<file path="src/rtl/hssi_csr_avmm_initiator.sv">
// -----------------------------------------------------------------------------
// hssi_csr_avmm_initiator
//
// Avalon-MM initiator for the HSSI traffic-controller CSR slave. It takes one
// command at a time on a valid/ready command port. It runs a single AVMM read
// or write to the selected Ethernet port and honours waitrequest. It then
// returns read data and an error code on a valid/ready response port.
//
// Optional feature macro: HSSI_CSR_INIT_TIMEOUT_EN
//   When defined, a transfer whose waitrequest stays high for TIMEOUT_CYCLES
//   cycles is abandoned and answered with error 2 and all-ones read data.
//   When undefined, a transfer waits on waitrequest indefinitely.
//
// Ports:
//   clk, reset            single clock, asynchronous active-high reset
//   i_cmd_*/o_cmd_ready   command: valid, write(1)/read(0), port, addr, wdata
//   o_rsp_*/i_rsp_ready   response: valid, rdata (0 for writes), error
//                         (0 ok, 1 bad port, 2 timeout)
//   o_avmm_*, i_avmm_*    registered Avalon-MM initiator interface
//   o_csr_port_sel        port select, stable for the whole transfer
//   o_err_count           saturating count of errored commands
// -----------------------------------------------------------------------------
module hssi_csr_avmm_initiator #(
  parameter int NUM_ETH        = 1,
  parameter int AVMM_DATA_W    = 32,
  parameter int AVMM_ADDR_W    = 16,
  parameter int TIMEOUT_CYCLES = 1024
) (
  input  logic                   clk,
  input  logic                   reset,
  input  logic                   i_cmd_valid,
  output logic                   o_cmd_ready,
  input  logic                   i_cmd_write,
  input  logic [3:0]             i_cmd_port,
  input  logic [AVMM_ADDR_W-1:0] i_cmd_addr,
  input  logic [AVMM_DATA_W-1:0] i_cmd_wdata,
  output logic                   o_rsp_valid,
  input  logic                   i_rsp_ready,
  output logic [AVMM_DATA_W-1:0] o_rsp_rdata,
  output logic [1:0]             o_rsp_error,
  output logic [AVMM_ADDR_W-1:0] o_avmm_addr,
  output logic                   o_avmm_read,
  output logic                   o_avmm_write,
  output logic [AVMM_DATA_W-1:0] o_avmm_writedata,
  input  logic [AVMM_DATA_W-1:0] i_avmm_readdata,
  input  logic                   i_avmm_waitrequest,
  output logic [3:0]             o_csr_port_sel,
  output logic [15:0]            o_err_count
);

  typedef enum logic [1:0] {
    ST_IDLE   = 2'd0,
    ST_ACCESS = 2'd1,
    ST_RESP   = 2'd2
  } state_t;

  localparam logic [1:0] ERR_OK      = 2'd0;
  localparam logic [1:0] ERR_PORT    = 2'd1;
  localparam logic [1:0] ERR_TIMEOUT = 2'd2;

  // Port indices are compared one bit wider so NUM_ETH = 16 is representable.
  localparam logic [4:0] NUM_ETH_W = 5'(NUM_ETH);

  if (NUM_ETH < 1 || NUM_ETH > 16 || TIMEOUT_CYCLES < 2) begin : g_param_check
    $error("hssi_csr_avmm_initiator: illegal NUM_ETH or TIMEOUT_CYCLES");
  end

  state_t state_r;
  logic   cmd_fire_s;
  logic   port_bad_s;
  logic   timeout_s;

  // Saturating increment for the error counter; it sticks at all ones.
  function automatic logic [15:0] sat_inc(input logic [15:0] v);
    if (v == 16'hFFFF) begin
      return v;
    end else begin
      return v + 16'd1;
    end
  endfunction

  // Decode command acceptance and port legality.
  always_comb begin
    cmd_fire_s = (state_r == ST_IDLE) && i_cmd_valid && o_cmd_ready;
    port_bad_s = ({1'b0, i_cmd_port} >= NUM_ETH_W);
  end

`ifdef HSSI_CSR_INIT_TIMEOUT_EN
  localparam int              TO_W    = $clog2(TIMEOUT_CYCLES + 1);
  localparam logic [TO_W-1:0] TO_LAST = TO_W'(TIMEOUT_CYCLES - 1);

  logic [TO_W-1:0] to_cnt_r;

  // Stalled-cycle counter: cleared on entry to ACCESS, counts waitrequest cycles.
  always_ff @(posedge clk or posedge reset) begin
    if (reset) begin
      to_cnt_r <= {TO_W{1'b0}};
    end else if (cmd_fire_s) begin
      to_cnt_r <= {TO_W{1'b0}};
    end else if ((state_r == ST_ACCESS) && i_avmm_waitrequest) begin
      to_cnt_r <= to_cnt_r + TO_W'(1);
    end
  end

  // Timeout fires only while still stalled, so a completion in the same cycle wins.
  always_comb begin
    if ((state_r == ST_ACCESS) && i_avmm_waitrequest && (to_cnt_r == TO_LAST)) begin
      timeout_s = 1'b1;
    end else begin
      timeout_s = 1'b0;
    end
  end
`else
  // Without the timeout feature a stalled transfer never aborts.
  always_comb begin
    timeout_s = 1'b0;
  end
`endif

  // Main FSM; every output is a register updated here.
  always_ff @(posedge clk or posedge reset) begin
    if (reset) begin
      state_r          <= ST_IDLE;
      o_cmd_ready      <= 1'b1;
      o_rsp_valid      <= 1'b0;
      o_rsp_rdata      <= {AVMM_DATA_W{1'b0}};
      o_rsp_error      <= ERR_OK;
      o_avmm_addr      <= {AVMM_ADDR_W{1'b0}};
      o_avmm_read      <= 1'b0;
      o_avmm_write     <= 1'b0;
      o_avmm_writedata <= {AVMM_DATA_W{1'b0}};
      o_csr_port_sel   <= 4'd0;
      o_err_count      <= 16'd0;
    end else begin
      case (state_r)
        ST_IDLE: begin
          if (cmd_fire_s) begin
            o_cmd_ready      <= 1'b0;
            o_avmm_addr      <= i_cmd_addr;
            o_avmm_writedata <= i_cmd_wdata;
            o_csr_port_sel   <= i_cmd_port;
            if (port_bad_s) begin
              // Unreachable port: answer directly, never touch the bus.
              state_r     <= ST_RESP;
              o_rsp_valid <= 1'b1;
              o_rsp_rdata <= {AVMM_DATA_W{1'b0}};
              o_rsp_error <= ERR_PORT;
              o_err_count <= sat_inc(o_err_count);
            end else begin
              state_r      <= ST_ACCESS;
              o_avmm_read  <= ~i_cmd_write;
              o_avmm_write <= i_cmd_write;
            end
          end
        end
        ST_ACCESS: begin
          if (!i_avmm_waitrequest) begin
            state_r      <= ST_RESP;
            o_avmm_read  <= 1'b0;
            o_avmm_write <= 1'b0;
            o_rsp_valid  <= 1'b1;
            o_rsp_error  <= ERR_OK;
            o_rsp_rdata  <= o_avmm_read ? i_avmm_readdata : {AVMM_DATA_W{1'b0}};
          end else if (timeout_s) begin
            state_r      <= ST_RESP;
            o_avmm_read  <= 1'b0;
            o_avmm_write <= 1'b0;
            o_rsp_valid  <= 1'b1;
            o_rsp_error  <= ERR_TIMEOUT;
            o_rsp_rdata  <= {AVMM_DATA_W{1'b1}};
            o_err_count  <= sat_inc(o_err_count);
          end
        end
        ST_RESP: begin
          if (i_rsp_ready) begin
            state_r     <= ST_IDLE;
            o_rsp_valid <= 1'b0;
            o_cmd_ready <= 1'b1;
          end
        end
        default: begin
          state_r      <= ST_IDLE;
          o_cmd_ready  <= 1'b1;
          o_rsp_valid  <= 1'b0;
          o_avmm_read  <= 1'b0;
          o_avmm_write <= 1'b0;
        end
      endcase
    end
  end

endmodule

</file>
<file path="config.mk">
export PLATFORM = sky130hd
export DESIGN_NAME = hssi_csr_avmm_initiator
export DESIGN_NICKNAME = d
export VERILOG_FILES = /design/src/rtl/hssi_csr_avmm_initiator.sv
export SDC_FILE = /design/constraint.sdc
export NUM_CORES = 1
export LEC_CHECK = 0
export ABC_AREA = 1
export CELL_PAD_IN_SITES_DETAIL_PLACEMENT = 1
export CELL_PAD_IN_SITES_GLOBAL_PLACEMENT = 2
export CORE_ASPECT_RATIO = 0.9
export CORE_MARGIN = 5
export CORE_UTILIZATION = 25
export DETAILED_ROUTE_END_ITERATION = 12
export PLACE_DENSITY_LB_ADDON = 0.08
export SLEW_MARGIN = 20
export SYNTH_ARGS = -nofsm -noshare
export SYNTH_HDL_FRONTEND = slang
export SYNTH_SLANG_ARGS = --single-unit
</file>
<file path="constraint.sdc">
create_clock -name clk -period 9.09 [get_ports clk]
set_input_delay 1.818 -clock clk [delete_from_list [all_inputs] [get_ports clk]]
set_output_delay 1.818 -clock clk [all_outputs]
set_load 0.01 [all_outputs]
</file>
# --- After elaboration in Yosys (flattened, before gate mapping) ---
# Index checks and enable logic that the tools add are counted.
word_totals:
  register_bits: 108
  latchBits: 0
  mem_bits_rw: 0
  rom_bits: 0
  input_bits: 90
  output_inout_bits: 106
  elab_cells: 65
  mem_count: 0
op_classes:
  n_addsub: 1
  n_mul: 0
  div_mod_pow: 0
  magnitude_cmp: 1
  eq_ne: 8
  shifts: 0
  mux: 29
  bitwise: 4
  n_reduce_logical: 11
ops:
  columns: ["operator", "n"]
  rows:
  - ["$mux 32", 4]
  - ["$pmux 32 s2", 1]
  - ["$add 16x1->16 const B", 1]
  - ["$eq 16x16->1 const B", 1]
  - ["$reduce_and 4->1", 4]
  - ["$mux 2", 7]
  - ["$pmux 1 s3", 4]
  - ["$mux 1", 11]
  - ["$ne 2x2->1 const B", 5]
  - ["$pmux 2 s3", 1]
  - ["$reduce_and 3->1", 2]
  - ["$ge 4x1->1 const B", 1]
  - ["$not 1->1", 4]
  - ["$pmux 2 s2", 1]
  - ["$eq 2x1->1 const B", 1]
  - ["$eq 2x2->1 const B", 1]
  - ["$logic_and 1x1->1", 2]
  - ["$logic_not 2->1", 1]
  - ["$reduce_and 2->1", 1]
  - ["$reduce_bool 2->1", 1]

# --- Longest topological paths before layout ---
# Gate-level depths: netlist (run 1).
logic_depth:
  ltp_word: 5
  depth_mapped: 10
  ltp_nobuf: 9

# --- Worst setup path before layout (run 1) ---
# No wires, ideal clock.
synth_path:
  kind: "input-to-reg"
  startpoint: "in i_cmd_port[2]"
  endpoint: "reg o_rsp_rdata[0]"
  setup_time_ns: 0.130
  t_arrival_ns: 2.591
  required_time_ns: 8.960
  slack_ns: 6.369
  stages: 7
  n_path_buf: 1
  path_cell_list: "nor2_1 > nand3_1 > nand2_1 > o21ai_0 > nand2_2 > clkbuf_1 > o21ai_0"
synth_via:
  elab_chain_len: 3
synth_lines:
  columns: ["item", "line", "text"]
  rows:
  - ["start: declaration", "34", "input logic [3:0] i_cmd_port,"]
  - ["$ge 4x1->1", "85", "port_bad_s = ({1'b0, i_cmd_port} >= NUM_ETH_W);"]
  - ["$ne 2x2->1 (no source line)", null, null]
  - ["$reduce_and 4->1 (no source line)", null, null]
  - ["end signal: assignment", "126", "o_rsp_rdata <= {AVMM_DATA_W{1'b0}};"]
  - ["end signal: assignment", "146", "o_rsp_rdata <= {AVMM_DATA_W{1'b0}};"]
  - ["end signal: assignment", "163", "o_rsp_rdata <= o_avmm_read ? i_avmm_readdata : {AVMM_DATA_W{1'b0}};"]
  - ["end: declaration", "39", "output logic [AVMM_DATA_W-1:0] o_rsp_rdata,"]
# No other way between the ends.
# A chain may end at the register's enable or synchronous reset.

# --- Worst setup path in the final report (run 1) ---
layout_path:
  startpoint: "in i_cmd_valid"
  endpoint: "reg o_rsp_rdata[7]"
layout_via:
  elab_chain_len: 4
layout_lines:
  columns: ["item", "line", "text"]
  rows:
  - ["start: declaration", "31", "input logic i_cmd_valid,"]
  - ["$logic_and 1x1->1 (2 in series)", "84", "cmd_fire_s = (state_r == ST_IDLE) && i_cmd_valid && o_cmd_ready;"]
  - ["$ne 2x2->1 (no source line)", null, null]
  - ["$reduce_and 4->1 (no source line)", null, null]
# No other way between the ends.

==> run summary, run 1 <==
initial antenna violation count: 1
DP HPWL: 11200 um
R2R depth: 6
flop and latch count out of synthesis: 107
layout cells sized above 1: 0.0414
fin crit share: 0.401
crit-path cells: clkdlybuf4s50_1 -> nand3_2 -> buf_4 -> nand2_1 -> nand2_2 -> inv_2 -> nand2_4 -> o21ai_0
grt total ovfl: 0
I/O pins: 196
Reg2Reg Setup Slack: 6700 ps
final instance area: 7120 sq um
Critical Path Fanout Max: 68
setup bufs post-CTS: 0
die area: 21400 sq um
Critical Path Stages: 8
initial core utilization: 0.253
Worst EP required: 9280 ps
Wirelength per Cell: 15.9 um
worst hold endpoint: o_avmm_write$_DFFE_PP0P_
crit path time final: 3640 ps
clock buffer depth: 2
Worst R2R End: o_rsp_rdata[7]$_DFFE_PP0P_
sequential cell area: 2680 sq um
core area: 18300 sq um
Via-to-Cell Ratio: 4.30
Fmax achieved: 275 MHz
Worst EP arrival: 3830 ps
num rows: 47
DRC Markers: 0
Synth-to-Final Area Change: 53.3%
grt met2 use: 0.239
Mapped Nets: 654
Root Driver: clkbuf_16
post_cts resized: 0
CTS Hold Bufs: 0
Crit path buffers/inverters: 3
Static Leak: 3.20 nW
GRT Overall Usage: 0.146
Die Span Y: 139 um
GR Util met3: 0.0723
Layout fillers: 2141
area post-placement: 6780 sq um
Max IR drop VDD: 0.125 mV
Worst path slowest cell: buf_4
Layout Nets: 835
power density over cell area: 261 nW/um^2
antenna viol nets, final: 0
Seq/Total Area, Yosys: 0.576
Final Hold Fails: 0
critical path class: in2reg
Post-Syn Area: 4650 sq um
Worst-path clk slew: 70 ps
GRT Max-Usage Layer: met2
maxcap violations: 0
Num CTS Buffers: 9
worst skew pair latency: 350 ps
slew margin rel.: 0.472
Final Skew: 7.64 ps
CTS Sinks: 107
hold depth: 2
Final setup viols: 0
Worst-Margin Slew: 790 ps
TritonCTS clock tree: done
Multi-input gate area: 1740 sq um
final WL: 15800 um
pin count of the biggest net entering global routing: 69
routed vias: 4277
RD Place Congestion: 0.738
first drt pass iteration count: 4
first-pass GRT wire length: 25400 um
worst hold-check path type: reg2reg
status: completed
max incr delay on CP: 490 ps
min-delay src: o_avmm_write$_DFFE_PP0P_
yosys warns: 0
CTS H-tree lvls: 3
startpoint types: input pin
vias in the first global route: 4644
diodes inserted: 0
buffers added on ports: 194
Slew Viols, Final: 0
met1 Usage GRT: 0.174
CP Capture Type: flip-flop
initial detailed-routing violation count: 151
Final TNS setup: 0 ps
Syn Area/Cell: 8.25 sq um
R2R Path Start: state_r[1]$_DFFE_PP0P_
Mapped Cells: 563
Worst path top cell family by delay: buffers and inverters
post-synth cell types: 27
die width: 154 um
RSZ-0062 raised after global routing: false
## placed cells by master (no fill, tap or decap), types with 2 or more instances in the layout
cell and count:
buf_4 5, xor2_1 4, dfrtp_1 106, nand3_1 46
clkbuf_16 9, nand2_1 273, clkdlybuf4s50_1 194, inv_2 2
o21ai_0 24, inv_1 16, xnor2_1 3, o21ai_1 14
bufinv_16 3, a21oi_1 2, nor2_4 2, nand4_1 7
nor2_1 24, nand2_4 2
## cells in the mapped netlist
library cell  number  area share
nor2_1            24       0.019
xnor2_1            3      0.0057
clkbuf_1          12      0.0097
a21oi_1            2      0.0022
buf_2             10       0.011
inv_1             17       0.014
o21ai_1           14       0.015
buf_6              4      0.0097
clkinv_1           1     0.00081
nand2_1          273        0.22
nand4_1            7      0.0094
nand2_4            1      0.0024
xor2_1             4      0.0075
ha_1               1      0.0027
nand2_2            2      0.0027
nand3_2            1      0.0022
dfstp_2            1      0.0057
inv_2              2      0.0016
conb_1             1     0.00081
dfrtp_1          106        0.57
nor3_1             1      0.0011
nor2_4             2      0.0048
o21ai_0           24       0.026
buf_4              2      0.0032
buf_1              1     0.00081
nand3_1           46       0.050
nor2_2             1      0.0013
## stage by stage
stage	power (mW)	cells	setup slack, ps	hold WS (ps)	utilization
finish	1.86	994	5450	481	0.388
detailed placement	1.43	978	4630	467	0.369
CTS	1.90	994	5020	487	0.388
global route	1.99	994	5240	508	0.388
global placement	1.41	978	4830	461	0.369
floorplan	1.05	563	4460	505	-
## worst max-delay path by stage
stage	to	slack, ps	startpoint
6_report	o_rsp_rdata[7]$_DFFE_PP0P_	5450	i_cmd_valid
2_1_floorplan	o_avmm_addr[0]$_DFFE_PP0P_	4460	reset
3_5_place_dp	o_rsp_rdata[7]$_DFFE_PP0P_	4630	i_cmd_valid
5_1_grt	o_rsp_rdata[7]$_DFFE_PP0P_	5240	i_cmd_valid
4_1_cts	o_rsp_rdata[7]$_DFFE_PP0P_	5020	i_cmd_valid
3_3_place_gp	o_rsp_rdata[23]$_DFFE_PP0P_	4830	i_cmd_valid
## kinds of logic after synthesis
kind of cell,synth area share
xor gates and xnor gates,0.0132
adders and majority gates,0.00269
AOI/OAI and AO/OA,0.0431
and+or+nand+nor,0.313
DFF,0.576
other,0.000807
buffers and inverters,0.0503
## cell type report
class                           count  share of cell area
Timing Repair Buffer              199               0.278
Clock inverter                      6              0.0156
Clock buffer                       10              0.0322
Multi-Input combinational cell    407               0.244
Sequential cell                   107               0.376
Inverter                           20              0.0109
Tap cell                          245              0.0430
## sequential cells by signal, summed over array words and instances (netlist names)
name and flops:
o_avmm_addr 16, state_r 2, o_csr_port_sel 4, o_rsp_rdata 32
o_avmm_write 1, o_avmm_writedata 32, o_rsp_error 1, o_err_count 16
o_cmd_ready 1, o_avmm_read 1, o_rsp_valid 1
## routing by layer
layer | vias to the layer above | part of all wire
li1 | 2123 | -
met3 | 11 | 0.094
met4 | 2 | 0.012
met1 | 2018 | 0.43
met5 | - | 0.0011
met2 | 123 | 0.47
## worst reg2reg max path: cells and delay by family, from the launching register on
family	cells	cell delay, ps
flip-flops	1	460
AND/OR/NAND/NOR	4	1490
buffers and inverters	1	60
AO/OA/AOI/OAI	1	240
## power by group
part	switching (mW)	internal [mW]	total [mW]
clock	0.184	0.270	0.454
combinational	0.382	0.330	0.712
sequential	0.0869	0.607	0.694
No activity file was read; power rests on OpenSTA's default activity.
==> run 2, diff against run 1 <==
--- a/config.mk
+++ b/config.mk
@@ -10,7 +10,7 @@
 export CELL_PAD_IN_SITES_GLOBAL_PLACEMENT = 2
 export CORE_ASPECT_RATIO = 0.9
 export CORE_MARGIN = 5
-export CORE_UTILIZATION = 25
+export CORE_UTILIZATION = 21
 export DETAILED_ROUTE_END_ITERATION = 12
 export PLACE_DENSITY_LB_ADDON = 0.08
 export SLEW_MARGIN = 20
==> constraint.sdc (replaced) <==
create_clock -name clk -period 2.94 [get_ports clk]
set_input_delay 0.588 -clock clk [delete_from_list [all_inputs] [get_ports clk]]
set_output_delay 0.588 -clock clk [all_outputs]
set_load 0.01 [all_outputs]
==> run 2 against run 1 <==
Net effect:
- worst setup slack worse by 4600 ps
- die area is 18% higher
- clock skew is 1.2 ps higher
- non-clock buffer count is 7 higher
- via count is 1.6% higher
- clock power grew to 2.9 times the previous value
- critical path depth is 7 lower
- count of clock-buffer cells in the layout stayed put
- design area is 1.4% higher
==> run summary, run 2 (synthesis results as in run 1) <==
initial core utilization: 0.214
Critical Path Start: o_cmd_ready$_DFFE_PP1P_
CTS Sinks: 107
min-delay src: o_avmm_addr[10]$_DFFE_PP0P_
Static Leak: 3.23 nW
final WL: 16600 um
most frequent cells in the layout: nand2_1, clkdlybuf4s50_1, dfrtp_1
num rows: 51
Worst path slowest cell: clkdlybuf4s50_1
Max IR drop VDD: 0.331 mV
CP Capture Type: output port
layout cells sized above 1: 0.0516
crit path time final: 2110 ps
R2R depth: 9
DP HPWL: 12200 um
Synth-to-Final Area Change: 55.4%
first drt pass iteration count: 4
first-pass GRT wire length: 26000 um
routed vias: 4344
Die Span Y: 151 um
power density over cell area: 789 nW/um^2
antenna viol nets, final: 0
TritonCTS clock tree: done
core area: 21700 sq um
critical path class: reg2out
worst skew pair latency: 350 ps
buffers added on ports: 194
Worst-path clk slew: 80 ps
Worst path top cell family by delay: buffers and inverters
die width: 167 um
max incr delay on CP: 590 ps
Final Skew: 8.86 ps
Worst EP arrival: 1520 ps
most common cell after layout, fill and taps aside: nand2_1
Wirelength per Cell: 15.9 um
Crit path buffers/inverters: 1
Worst EP required: 2350 ps
Final TNS setup: 0 ps
sequential cell area: 2680 sq um
Root Driver: clkbuf_16
post_cts resized: 0
maxcap violations: 0
slew margin rel.: 0.572
Post-Layout Cell Count: 1047
pin count of the biggest net entering global routing: 67
Final Hold Fails: 0
DRC Markers: 0
Critical Path Stages: 1
grt total ovfl: 0
status: completed
Via-to-Cell Ratio: 4.15
CTS Hold Bufs: 0
vias in the first global route: 4715
hold depth: 2
die area: 25200 sq um
diodes inserted: 0
placed insts: 1031
Slew Viols, Final: 0
Worst-Margin Slew: 640 ps
Layout Nets: 842
Final setup viols: 0
setup bufs post-CTS: 0
crit-path cells: clkdlybuf4s50_1
Layout fillers: 2583
worst hold-check path type: reg2reg
Num CTS Buffers: 9
CTS H-tree lvls: 3
top flop regs: o_avmm_writedata: 32 flops, o_rsp_rdata: 32 flops
RD Place Congestion: 0.727
initial detailed-routing violation count: 140
RSZ-0062 raised after global routing: false
I/O pins: 196
GRT Overall Usage: 0.130
fin crit share: 0.716
Fmax achieved: 475 MHz
Multi-input gate area: 1730 sq um
initial antenna violation count: 0
clock buffer depth: 2
Critical Path Fanout Max: 3
startpoint types: flip-flop
R2R Path Start: o_err_count[0]$_DFFE_PP0P_
## run 2: final timing paths
path / endpoint / slack, ps
max: o_cmd_ready / 830
min: o_avmm_addr[10]$_DFFE_PP0P_ / 480
min in group asynchronous: o_rsp_rdata[11]$_DFFE_PP0P_ / 680
max reg2reg: o_err_count[2]$_DFFE_PP0P_ / 980
max in group asynchronous: o_cmd_ready$_DFFE_PP1P_ / 1550
min reg2reg: o_avmm_addr[10]$_DFFE_PP0P_ / 480
## run 2: area by class of cell
cell class / instances / area share
flip-flops and latches: 107 / 0.371
repair buffers: 206 / 0.285
multi-input cells: 407 / 0.240
well taps: 291 / 0.0504
clock buffers: 10 / 0.0331
inverters: 20 / 0.0109
clock inverters: 6 / 0.00987
## run 2: where the power goes
group / switching (mW) / internal [mW] / total (mW)
Sequential: 0.271 / 1.88 / 2.15
Clock: 0.602 / 0.695 / 1.30
Combinational: 1.19 / 1.06 / 2.26
Total: 2.07 / 3.63 / 5.70
## run 2: routing by layer
layer  up-vias  share of wire  GRT usage
met4         0         0.0097     0.0294
met3        11           0.10     0.0658
met1      2079           0.43      0.158
met5         -              0          0
li1       2133              -          -
met2       121           0.46      0.209
## run 2: per-stage QoR
step | setup WS, ps | cell area (sq um) | utilization | hold WS, ps | power, mW
after floorplan | 1070 | 4650 | - | 505 | 3.23
after global placement | 560 | 6910 | 0.319 | 461 | 4.44
after detailed placement | 488 | 6910 | 0.319 | 465 | 4.49
after CTS | 773 | 7220 | 0.333 | 487 | 5.85
after global routing | 708 | 7220 | 0.333 | 506 | 6.13
final | 834 | 7220 | 0.333 | 481 | 5.70
## run 2: tightest hold or removal path, delay by kind of cell, from the launching register on
kind | cells | cell delay [ps]
flip-flops | 1 | 350
AND/OR/NAND/NOR | 2 | 100
==> run 3, diff against run 2 <==
==> constraint.sdc (replaced) <==
create_clock -name clk -period 1.75 [get_ports clk]
set_input_delay 0.35 -clock clk [delete_from_list [all_inputs] [get_ports clk]]
set_output_delay 0.35 -clock clk [all_outputs]
set_load 0.01 [all_outputs]
==> run 3 against run 2 <==
Net effect:
- die area unchanged
- design area up 3.0%
- sequential cell count unchanged
- via count up 1.2%
- register-to-register slack worse by 780 ps
- combinational power up 81%
- sequential share of layout area down 1.0 points
- wire length down 1.3%
- largest power group unchanged
==> run summary, run 3 (synthesis results as in run 1) <==
area post-placement: 7100 sq um
die width: 167 um
initial detailed-routing violation count: 127
RD Place Congestion: 0.735
Via-to-Cell Ratio: 4.13
Final Hold Fails: 0
Layout Nets: 860
DRC Markers: 0
routed vias: 4398
CTS Hold Bufs: 0
num rows: 51
core area: 21700 sq um
startpoint types: flip-flop
initial core utilization: 0.214
max incr delay on CP: 560 ps
final WL: 16400 um
CTS Sinks: 107
Layout fillers: 2560
Crit path buffers/inverters: 1
maxcap violations: 0
I/O pins: 196
CTS H-tree lvls: 3
TritonCTS clock tree: done
Worst EP arrival: 1350 ps
grt total ovfl: 0
Max IR drop VDD: 0.529 mV
die area: 25200 sq um
diodes inserted: 0
first-pass GRT wire length: 26500 um
antenna viol nets, final: 0
Worst EP required: 1400 ps
final instance area: 7440 sq um
Worst R2R End: o_err_count[14]$_DFFE_PP0P_
Final setup viols: 0
Worst path top cell family by delay: buffers and inverters
Num CTS Buffers: 9
worst skew pair latency: 350 ps
Worst-path clk slew: 70 ps
Root Driver: clkbuf_16
R2R Path Start: o_err_count[0]$_DFFE_PP0P_
Worst path slowest cell: clkdlybuf4s50_1
status: completed
top flop regs: o_avmm_writedata: 32 flops, o_rsp_rdata: 32 flops
Static Leak: 3.40 nW
initial antenna violation count: 0
power density over cell area: 1310 nW/um^2
worst hold-check path type: in2async
R2R depth: 9
Synth-to-Final Area Change: 60.2%
critical path class: reg2out
Die Span Y: 151 um
Critical Path Fanout Max: 6
crit-path cells: clkdlybuf4s50_1
clock buffer depth: 2
sequential cell area: 2690 sq um
most frequent cells in the layout: nand2_1, clkdlybuf4s50_1, dfrtp_1
GRT Overall Usage: 0.132
Multi-input gate area: 1750 sq um
Final Skew: 6.98 ps
Post-Layout Cell Count: 1065
first drt pass iteration count: 4
Slew Viols, Final: 0
CP Capture Type: output port
crit path time final: 1700 ps
fin crit share: 0.971
placed insts: 1047
vias in the first global route: 4909
most common cell after layout, fill and taps aside: nand2_1
pin count of the biggest net entering global routing: 67
RSZ-0062 raised after global routing: false
buffers added on ports: 194
Fmax achieved: 589 MHz
layout cells sized above 1: 0.0840
Reg2Reg Setup Slack: 200 ps
Wirelength per Cell: 15.4 um
DP HPWL: 12200 um
run 3: what timing repair did:
| item | in CTS | in global routing |
|---|---|---|
| setup buffers | 2 | 0 |
| resized for setup | 9 | 9 |
| setup endpoints to repair | 11 | 22 |
| endpoints found under the hold margin | 0 | 0 |
run 3: cell type report:
| cell class | count | share of cell area |
|---|---|---|
| inverter | 20 | 0.0106 |
| clock buffer | 11 | 0.0340 |
| clock inverter | 5 | 0.00790 |
| tap | 291 | 0.0489 |
| multi-input combinational | 407 | 0.235 |
| sequential | 107 | 0.361 |
| timing repair buffer | 224 | 0.303 |
run 3: through the flow:
step / setup slack, ps / hold slack (ps) / TNS, ps / power, mW / util
floorplan: 97.5 / 460 / 0 / 5.43 / -
global placement: -165 / 462 / -6990 / 7.70 / 0.327
detailed placement: -236 / 465 / -8930 / 7.79 / 0.327
CTS: 2.17 / 437 / 0 / 10.0 / 0.342
global route: 5.41 / 437 / 0 / 10.6 / 0.343
finish: 50.9 / 436 / 0 / 9.79 / 0.343
run 3: power breakdown:
part	switching [mW]	internal (mW)
Clock	0.973	1.19
Combinational	2.09	1.99
Sequential	0.387	3.15
Total	3.45	6.33
run 3: layer usage:
layer	global-route usage	wire, um	vias up
met4	0.0323	205	0
met3	0.0655	1590	14
met2	0.213	7640	117
met5	0	0	-
met1	0.158	6970	2095
li1	-	-	2172
run 3: worst max path at each step:
stage	start	slack, ps	depth (start not counted)	endpoint
CTS	o_err_count[9]$_DFFE_PP0P_	2	2	o_err_count[9]
floorplan	o_err_count[0]$_DFFE_PP0P_	100	10	o_err_count[5]$_DFFE_PP0P_
global placement	i_cmd_port[2]	-160	8	o_rsp_rdata[22]$_DFFE_PP0P_
global route	o_err_count[10]$_DFFE_PP0P_	5	1	o_err_count[10]
detailed placement	i_cmd_port[2]	-240	8	o_rsp_rdata[22]$_DFFE_PP0P_
finish	o_err_count[10]$_DFFE_PP0P_	50	1	o_err_count[10]
run 3: worst register-to-register path, delay by kind of cell, from the launching register on:
family	cells	cell delay, ps
flops	1	390
simple gates	7	710
buf+inv	1	180
fa+ha+maj	1	210
